File: src/rtl/switch_proc_gen.sv
// Switch front-end: synchronise, debounce, add a constant, then show the
// result on LEDs as pass-through, blink, rotate or off.
module switch_proc_gen #(
   parameter int WIDTH     = 4,
   parameter int ADD_K     = 1,
   parameter int DIV_N     = 25000000,
   parameter int DB_CYCLES = 16
) (
   input  logic             clk,
   input  logic             rst,
   input  logic [WIDTH-1:0] sw,
   input  logic [1:0]       mode,
   output logic [WIDTH-1:0] led,
   output logic             tick
);

   localparam int DIV_W = $clog2(DIV_N);
   localparam int CNT_W = $clog2(DB_CYCLES + 1);

   localparam logic [DIV_W-1:0] DIV_MAX = DIV_W'(DIV_N - 1);
   localparam logic [CNT_W-1:0] DB_MAX  = CNT_W'(DB_CYCLES - 1);

   localparam logic [1:0] M_PASS  = 2'b00;
   localparam logic [1:0] M_BLINK = 2'b01;
   localparam logic [1:0] M_ROT   = 2'b10;
   localparam logic [1:0] M_OFF   = 2'b11;

   logic [WIDTH-1:0] meta;
   logic [WIDTH-1:0] sync;
   logic [WIDTH-1:0] deb;
   logic [CNT_W-1:0] cnt [WIDTH];
   logic [DIV_W-1:0] div;
   logic             phase;
   logic [WIDTH-1:0] rot;
   logic             in_rot;
   logic [WIDTH-1:0] val;
   logic [WIDTH-1:0] rot_l;

   always_ff @(posedge clk or posedge rst) begin
      if (rst) begin
         meta <= '0;
         sync <= '0;
      end else begin
         meta <= sw;
         sync <= meta;
      end
   end

   // Each bit needs DB_CYCLES consecutive disagreeing samples to flip.
   always_ff @(posedge clk or posedge rst) begin
      if (rst) begin
         deb <= '0;
         for (int i = 0; i < WIDTH; i++) cnt[i] <= '0;
      end else begin
         for (int i = 0; i < WIDTH; i++) begin
            if (sync[i] == deb[i]) begin
               cnt[i] <= '0;
            end else if (cnt[i] == DB_MAX) begin
               deb[i] <= sync[i];
               cnt[i] <= '0;
            end else begin
               cnt[i] <= cnt[i] + 1'b1;
            end
         end
      end
   end

   always_ff @(posedge clk or posedge rst) begin
      if (rst) begin
         div   <= '0;
         phase <= 1'b0;
         tick  <= 1'b0;
      end else if (div == DIV_MAX) begin
         div   <= '0;
         phase <= ~phase;
         tick  <= 1'b1;
      end else begin
         div   <= div + 1'b1;
         tick  <= 1'b0;
      end
   end

   assign val = deb + WIDTH'(ADD_K);

   // For WIDTH==1 both shifts collapse onto the same bit, leaving rot as-is.
   assign rot_l = (rot << 1) | (rot >> (WIDTH - 1));

   always_ff @(posedge clk or posedge rst) begin
      if (rst) begin
         rot    <= '0;
         in_rot <= 1'b0;
         led    <= '0;
      end else begin
         in_rot <= (mode == M_ROT);
         if (mode == M_ROT) begin
            if (!in_rot) rot <= val;
            else if (tick) rot <= rot_l;
         end
         case (mode)
            M_PASS:  led <= val;
            M_BLINK: led <= phase ? val : '0;
            M_ROT:   led <= rot;
            M_OFF:   led <= '0;
            default: led <= '0;
         endcase
      end
   end

endmodule

File: config.mk
export PLATFORM = sky130hd
export DESIGN_NAME = switch_proc_gen
export DESIGN_NICKNAME = d
export VERILOG_FILES = /design/src/rtl/switch_proc_gen.sv
export SDC_FILE = /design/constraint.sdc
export NUM_CORES = 1
export LEC_CHECK = 0
export BUFFER_PORTS_ARGS = -buffer_cell sky130_fd_sc_hd__buf_2
export CAP_MARGIN = 5
export CELL_PAD_IN_SITES_DETAIL_PLACEMENT = 1
export CELL_PAD_IN_SITES_GLOBAL_PLACEMENT = 2
export CORE_ASPECT_RATIO = 0.5
export CORE_MARGIN = 2
export CORE_UTILIZATION = 35
export CTS_CLUSTER_SIZE = 16
export DETAILED_ROUTE_END_ITERATION = 8
export PLACE_DENSITY = 0.73
export SLEW_MARGIN = 20
export SYNTH_ARGS = -nofsm -noshare
export SYNTH_HDL_FRONTEND = slang
export SYNTH_SLANG_ARGS = --single-unit
File: constraint.sdc
create_clock -name clk -period 2.7 [get_ports clk]
set_clock_uncertainty 0.1 [all_clocks]
set_input_delay 0.27 -clock clk [delete_from_list [all_inputs] [get_ports clk]]
set_output_delay 0.27 -clock clk [all_outputs]
set_load 0.01 [all_outputs]
======== After elaboration in Yosys (flattened, before gate mapping) ========
Cells that the tools add are included.
cells by class
  $add $sub $neg .......................... 6
  equality and inequality tests ........... 13
  mux-type cells .......................... 14
  bitwise gates (word level) .............. 6
  reductions and logical operators ........ 6
operator list
  cell                                                  count
  2-to-1 mux 5 bit                                      8
  adder 25 x 1 -> 25 bit (second input constant)        1
  equality test 25 bit (second input constant)          1
  2-to-1 mux 25 bit                                     1
  adder 5 x 1 -> 5 bit (second input constant)          4
  equality test 5 x 4 -> 1 bit (second input constant)  4
  one-hot mux 4 bit (4 select lines)                    1
  2-to-1 mux 4 bit                                      3
  AND reduction 2 bit                                   5
  inverter 1 bit                                        5
  adder 4 x 1 -> 4 bit (second input constant)          1
  equality test 1 bit                                   4
  equality test 2 bit (second input constant)           2
  OR 4 x 1 -> 4 bit                                     1
  equality test 2 x 1 -> 1 bit (second input constant)  1
  zero test 2 bit                                       1
  != test 2 bit (second input constant)                 1
  2-to-1 mux 1 bit                                      1
storage, ports and cells
  register bits ........................... 68
  input port bits ......................... 8
  output and inout bits ................... 5

======== Longest topological paths before layout ========
Gate-level depths: netlist (run 1).
  depth in word-level cells ............... 3
  mapped depth ............................ 6

======== Least setup slack after synthesis (run 1) ========
OpenSTA, ideal clock, no wires.
  path type ............................... reg2reg
  start point ............................. register div[0]
  end point ............................... register div[11]
  setup time .............................. 0.121 ns
  arrival time ............................ 1.751 ns
  required time ........................... 2.479 ns
  path slack .............................. 0.727 ns
  cell stages (with the launch flop) ...... 7
  path buffers ............................ 1
  clock period less this slack ............ 1.973 ns
  cell sequence ........................... dfrtp_1 ha_1 nand3_1 or4b_1 nor2_1 buf_2 nor2_1
between the ends
  word-level cells in the longest chain between the ends .. 2
  elaborated cells between the ends (all ways) .. 3
RTL lines
  element                                                         line    source
  from (decl)                                                     32      logic [DIV_W-1:0] div;
  from (signal assigned)                                          78      div <= div + 1'b1;
  adder 25 x 1 -> 25 bit or equality test 25 bit (tied branches)  78, 73
  2-to-1 mux 25 bit (*)                                           73      end else if (div == DIV_MAX) begin
Every way passes the cells marked *; elsewhere a longest branch is shown, timed or not.
A chain may end at the register's enable or synchronous reset.

======== Worst setup path after layout (run 1) ========
  start point ............................. register div[0]
  end point ............................... register div[12]
Same word-level chain as after synthesis.

==> results.py, run 1 <==
metrics = {
    "outcome": {
        "status": "finished clean",
    },
    "setup_path": {
        "cp-start-kind": "register",
        "crit_arrival_ns": 2.15,
        "endpoint_kind": "register",
        "cp_slowest_stage_delay_ns": 0.56,
        "path_class": "register to register",
        "cp_cell_sequence": "ha_1 > nand3_1 > or4b_1 > nor2_1 > buf_4 > o311ai_0",
        "crit_required_ns": 2.79,
        "crit_slowest_cell": "or4b_1",
        "ff2ff_path_depth": 6,
        "crit_fanout": 10,
    },
    "clock_tree": {
        "clk_pin_slew_ns": 0.06,
        "post_cts_buffers": 0,
        "cts.sinks": 68,
        "root_buffer": "clkbuf_16",
        "ctsLongestPathBuffers": 2,
        "clock_latency_ns": 0.33,
        "htreeDepth": 3,
        "cts_hold_buf": 4,
        "cts_resized": 0,
        "cts_made_buffers": 9,
        "cts_tree": "yes",
    },
    "grt": {
        "grt_usage": 0.143,
        "grt_max_degree": 69,
        "grt_pass1_wl_um": 9920,
        "grt_overflow_total": 0,
        "grt_pass1_vias": 2048,
        "antenna_found_initial": 0,
    },
    "layout": {
        "seq_area_um2": 1700,
        "stdcell_count": 399,
        "multi_input_area_um2": 1150,
        "synthToLayoutAreaGrowth_pct": 20.3,
        "diodes": 0,
        "fillerInstances": 864,
        "nNetsFinal": 296,
        "layout-drive-gt1-share": 0.139,
    },
    "route": {
        "top_layer_used": "met4",
        "wirelength_um": 5590,
        "drc_errors": 0,
        "wl_met2_um": 2680,
        "drt-met1-wl_um": 2640,
        "drt_iter0_drc": 64,
        "viasPerCell": 4.79,
        "wl_per_cell_um": 14.0,
        "met3WireLength_um": 172,
        "drt-pass1-iter-count": 4,
        "num_vias": 1913,
        "antenna_left": 0,
    },
    "die": {
        "pin_count": 13,
        "die_h_um": 68.6,
        "core_um2": 8060,
        "rows": 23,
        "die-area_um2": 9150,
        "dieWidth_um": 133,
        "start_util": 0.363,
    },
    "place": {
        "gp_congestion": 0.726,
        "place_hpwl_um": 3840,
        "placedCellCount": 379,
        "dp_slack_ns": 0.659,
        "portBuffers": 12,
    },
    "sta": {
        "period_minus_slack_ns": 2.06,
        "worstMarginPinSlew_ns": 0.855,
        "finalSetupTns_ns": 0,
        "grt_setup_unrepaired": "false",
        "finalSetupViolCount": 0,
        "fin_ws_ns": 0.644,
        "slew_headroom": 0.430,
        "finalHoldViolCount": 0,
        "period_share": 0.762,
        "slew_viol_final": 0,
        "timing.fmax_mhz": 486,
    },
    "power": {
        "peakVddDrop_v": 0.000290,
        "p_leak_nw": 1.65,
        "power_w": 0.00255,
        "p_per_area_nw_per_um2": 724,
    },
    "logic_synthesis": {
        "ys_ff_latch": 68,
        "postSynthAreaPerCell_um2": 11.4,
        "synth_area_um2": 2930,
        "synthesis.nets": 271,
        "synth_cell_types": 39,
        "synth_seq_area_share": 0.582,
        "ys_warn_count": 0,
        "synthCells": 257,
    },
    "worst_hold_path": {
        "hold_class": "input pin to register",
        "min_delay_path_depth": 2,
    },
    "flow_run": {
        "cap_violations": 0,
    },
}
[synth_stat cells (all sizes together)]
cell / number / area share
dfrtp: 68 / 0.58
nor2: 25 / 0.032
nand3: 19 / 0.034
xor2: 19 / 0.057
inv: 11 / 0.014
nand2: 10 / 0.013
o21ai: 10 / 0.017
xnor2: 10 / 0.030
a21oi: 8 / 0.014
and2: 8 / 0.017
and3: 6 / 0.013
ha: 6 / 0.026
mux2i: 6 / 0.021
nor3: 5 / 0.0086
nor4: 5 / 0.011
o31ai: 5 / 0.013
or4: 5 / 0.014
mux2: 4 / 0.015
nand4: 4 / 0.014
clkbuf: 3 / 0.0043
nand2b: 3 / 0.0064
a22o: 2 / 0.0060
buf: 2 / 0.0056
nor2b: 2 / 0.0043
o22ai: 2 / 0.0043
a21boi: 1 / 0.0026
and4: 1 / 0.0030
and4b: 1 / 0.0034
o21a: 1 / 0.0026
o221ai: 1 / 0.0030
o311ai: 1 / 0.0030
or2: 1 / 0.0021
or3: 1 / 0.0021
or4b: 1 / 0.0034
[cell families after synthesis]
family                     after synthesis  synth area share
and+or+nand+nor                         97             0.181
DFF                                     68             0.582
AOI/OAI and AO/OA                       31            0.0650
xor gates and xnor gates                29            0.0868
buffers and inverters                   16            0.0239
muxes                                   10            0.0359
adders and majority gates                6            0.0257
[path summary, 6_finish.rpt]
kind,start,to,slack [ns]
worst max-delay path,div[0],div[12],0.64
worst min-delay path,mode[0],led[1],0.06
worst max register to register,div[0],div[12],0.64
worst min register to register,meta[2],sync[2],0.25
max in group asynchronous,rst,div[12],1.86
min in group asynchronous,rst,cnt[5],0.09
[metrics by stage]
step	cell area [µm²]	hold WS, ns	utilization
after floorplan	2930	0.201	-
after global placement	3120	0.232	0.387
after detailed placement	3120	0.242	0.387
after CTS	3520	0.0477	0.437
after global routing	3520	0.0888	0.437
final	3520	0.0637	0.437
[power breakdown]
part           internal, W  leakage, nW  switching, W
Clock             0.000955        0.176      0.000433
Combinational    0.0000360        0.573     0.0000491
Sequential         0.00105        0.897     0.0000235
[layout by cell type (no fill, tap or decap), types with 2 or more instances in the layout]
| cell | count |
|---|---|
| nor2b_1 | 2 |
| xor2_1 | 19 |
| or4_1 | 4 |
| dfrtp_1 | 68 |
| nor3_1 | 5 |
| clkbuf_8 | 2 |
| xnor2_1 | 10 |
| nand2_1 | 10 |
| bufinv_16 | 3 |
| nor4_1 | 5 |
| nor2_1 | 25 |
| o22ai_1 | 2 |
| clkinv_4 | 2 |
| a22o_1 | 2 |
| mux2_2 | 4 |
| inv_1 | 10 |
| buf_4 | 3 |
| mux2i_1 | 6 |
| nand4_1 | 3 |
| nand2b_1 | 3 |
| o21ai_0 | 10 |
| nand3_1 | 18 |
| buf_2 | 12 |
| dlygate4sd3_1 | 4 |
| o31ai_1 | 5 |
| a21oi_1 | 8 |
| and2_1 | 8 |
| clkbuf_16 | 9 |
| and3_1 | 6 |
| ha_1 | 6 |
[critical path: cells and delay by family (launching register included)]
| family | cells | cell delay [ns] |
|---|---|---|
| AND/OR/NAND/NOR | 3 | 0.89 |
| buffers and inverters | 1 | 0.20 |
| AO/OA/AOI/OAI | 1 | 0.13 |
| flip-flops | 1 | 0.39 |
| adder cells (fa/ha/maj) | 1 | 0.21 |
[cell type report]
type / count / area share
Clock buffer: 11 / 0.0718
Clock inverter: 5 / 0.0306
Inverter: 11 / 0.0117
Multi-Input combinational cell: 173 / 0.328
Sequential cell: 68 / 0.483
Tap cell: 112 / 0.0398
Timing Repair Buffer: 19 / 0.0348
[flip-flops by register name, indices dropped and copies added, names as in the netlist]
signal / count
tick: 1
div: 25
cnt: 20
meta: 4
in_rot: 1
led: 4
rot: 4
sync: 4
phase: 1
deb: 4
[layer usage]
metal | vias to the layer above | GRT usage
li1 | 941 | -
met1 | 943 | 0.167
met2 | 15 | 0.245
met3 | 14 | 0.0497
met4 | 0 | 0.0638
met5 | - | 0
No activity file was read; power rests on OpenSTA's default activity.
==> run 2, diff against run 1 <==
Settings changed: PLACE_DENSITY 0.73 to 0.76.
Clock period 2.7 ns to 1.7 ns, I/O delays scaled along.
==> results.py, run 2 (same netlist as run 1, synthesis figures left out) <==
metrics = {
    "outcome": {
        "status": "finished, violations left",
        "violations": "negative setup slack",
    },
    "clock_tree": {
        "htreeDepth": 3,
        "root_buffer": "clkbuf_16",
        "cts.sinks": 68,
        "cts_made_buffers": 9,
        "clock_latency_ns": 0.33,
        "cts_tree": "yes",
        "clk_pin_slew_ns": 0.05,
        "ctsLongestPathBuffers": 2,
    },
    "sta": {
        "finalSetupViolCount": 18,
        "period_share": 1.11,
        "period_minus_slack_ns": 1.89,
        "timing.fmax_mhz": 528,
        "fin_ws_ns": -0.193,
        "hold_ws_ns": 0.132,
        "finalSetupTns_ns": -2.37,
        "finalHoldViolCount": 0,
        "slew_headroom": 0.659,
        "slew_viol_final": 0,
        "worstMarginPinSlew_ns": 0.508,
        "grt_setup_unrepaired": "true",
    },
    "route": {
        "drt_iter0_drc": 55,
        "viasPerCell": 4.83,
        "num_vias": 2175,
        "wl_per_cell_um": 15.5,
        "drc_errors": 0,
        "antenna_left": 0,
        "wirelength_um": 6990,
        "drt-pass1-iter-count": 4,
    },
    "layout": {
        "seq_area_um2": 1700,
        "layout-drive-gt1-share": 0.349,
        "fillerInstances": 873,
        "nNetsFinal": 347,
        "synthToLayoutAreaGrowth_pct": 40.9,
        "multi_input_area_um2": 1340,
        "diodes": 0,
        "largest_register_ffs": 25,
        "layout_common_cells": "68 x dfrtp_1, 47 x buf_4, 19 x xor2_1, 19 x nor2_1, 16 x nand3_1",
        "final_common_cell": "dfrtp_1",
        "reg_top3": "div: 25 flops, cnt: 20 flops",
        "regMostFlops": "div",
    },
    "die": {
        "die_h_um": 68.6,
        "dieWidth_um": 133,
        "pin_count": 13,
        "die-area_um2": 9150,
        "rows": 23,
        "core_um2": 8060,
        "start_util": 0.363,
    },
    "worst_hold_path": {
        "hold_class": "input pin to register",
        "min_delay_path_depth": 3,
    },
    "flow_run": {
        "cap_violations": 0,
    },
    "power": {
        "switching_share": 0.201,
        "comb_power_share": 0.038,
        "p_sw_w": 0.000793,
        "p_int_w": 0.00314,
        "peakVddDrop_v": 0.000530,
        "seq_power_share": 0.434,
        "p_leak_nw": 2.02,
        "p_clk_frac": 0.528,
        "p_per_area_nw_per_um2": 954,
    },
    "grt": {
        "grt_max_degree": 69,
        "grt_pass1_wl_um": 11400,
        "grt_overflow_total": 0,
        "antenna_found_initial": 0,
        "grt_pass1_vias": 2374,
        "grt_usage": 0.165,
    },
    "place": {
        "gp_congestion": 0.739,
        "place_hpwl_um": 4380,
        "portBuffers": 12,
    },
    "setup_path": {
        "crit_buf_inv": 2,
        "ff2ff_path_depth": 6,
        "cp_cell_sequence": "buf_4 > and4_4 > or4b_4 > nor2_4 > buf_12 > o311ai_4",
        "crit_fanout": 8,
        "cp-start-kind": "register",
        "crit_arrival_ns": 1.99,
        "path_class": "register to register",
        "cp_slowest_stage_delay_ns": 0.50,
        "endpoint_kind": "register",
        "crit_required_ns": 1.80,
        "cp.depth": 6,
        "cp_top_family": "simple AND/OR/NAND/NOR gates",
        "r2r_slack_ns": -0.19,
        "crit_slowest_cell": "or4b_4",
    },
}
-- run 2: cell types whose count changed in the layout (fill, tap and decap cells not counted), sizes merged --
cell and change:
bufinv -1, dlygate4sd3 +2, clkbuf +2, buf +49, clkinvlp +2, clkinv -2, inv -1
-- run 2: cell type report --
class,count,share of cell area
flip-flops and latches,68,0.413
multi-input cells,173,0.326
repair buffers,70,0.135
clock buffers,13,0.0656
well taps,112,0.0340
clock inverters,3,0.0164
inverters,11,0.0109
-- run 2: metal layers --
layer / GRT usage / part of all wire
met1: 0.184 / 0.45
met3: 0.0526 / 0.021
met5: 0 / 0
met4: 0.0519 / 0.0087
met2: 0.312 / 0.52
-- run 2: stage by stage --
step	std cells	setup slack, ns	util	power [W]	instance area, µm²
2_1_floorplan	257	-0.254	-	0.00182	2960
3_3_place_gp	415	-0.149	0.427	0.00187	3440
3_5_place_dp	415	-0.199	0.427	0.00188	3440
4_1_cts	446	-0.219	0.499	0.00398	4020
5_1_grt	450	-0.256	0.512	0.00408	4120
6_report	450	-0.193	0.512	0.00394	4120
-- run 2: path summary, 6_finish.rpt --
check	from	end
max	div[14]	div[12]
min	mode[1]	led[3]
max reg2reg	div[14]	div[12]
min reg2reg	meta[0]	sync[0]
max in group asynchronous	rst	div[3]
min in group asynchronous	rst	cnt[5]
-- run 2: what timing repair did --
action	CTS	global route
hold buffers	6	0
pin swaps	11	6
endpoints found under the hold margin	74	0
setup buffers	9	4
resized for setup	25	15
setup endpoints to repair	19	22
-- run 2: tightest hold or removal path, stage by stage --
cell	delay, ns
buf_2	0.14
o21a_1	0.13
o22ai_1	0.07
-- run 2: power groups by stage --
| stage | sequential, W | clock, W | combinational (W) |
|---|---|---|---|
| global placement | 0.00173 | 0 | 0.000133 |
| floorplan | 0.00173 | 0 | 0.0000898 |
| detailed placement | 0.00174 | 0 | 0.000142 |
| global route | 0.00171 | 0.00220 | 0.000170 |
| CTS | 0.00171 | 0.00212 | 0.000153 |
| finish | 0.00171 | 0.00208 | 0.000148 |
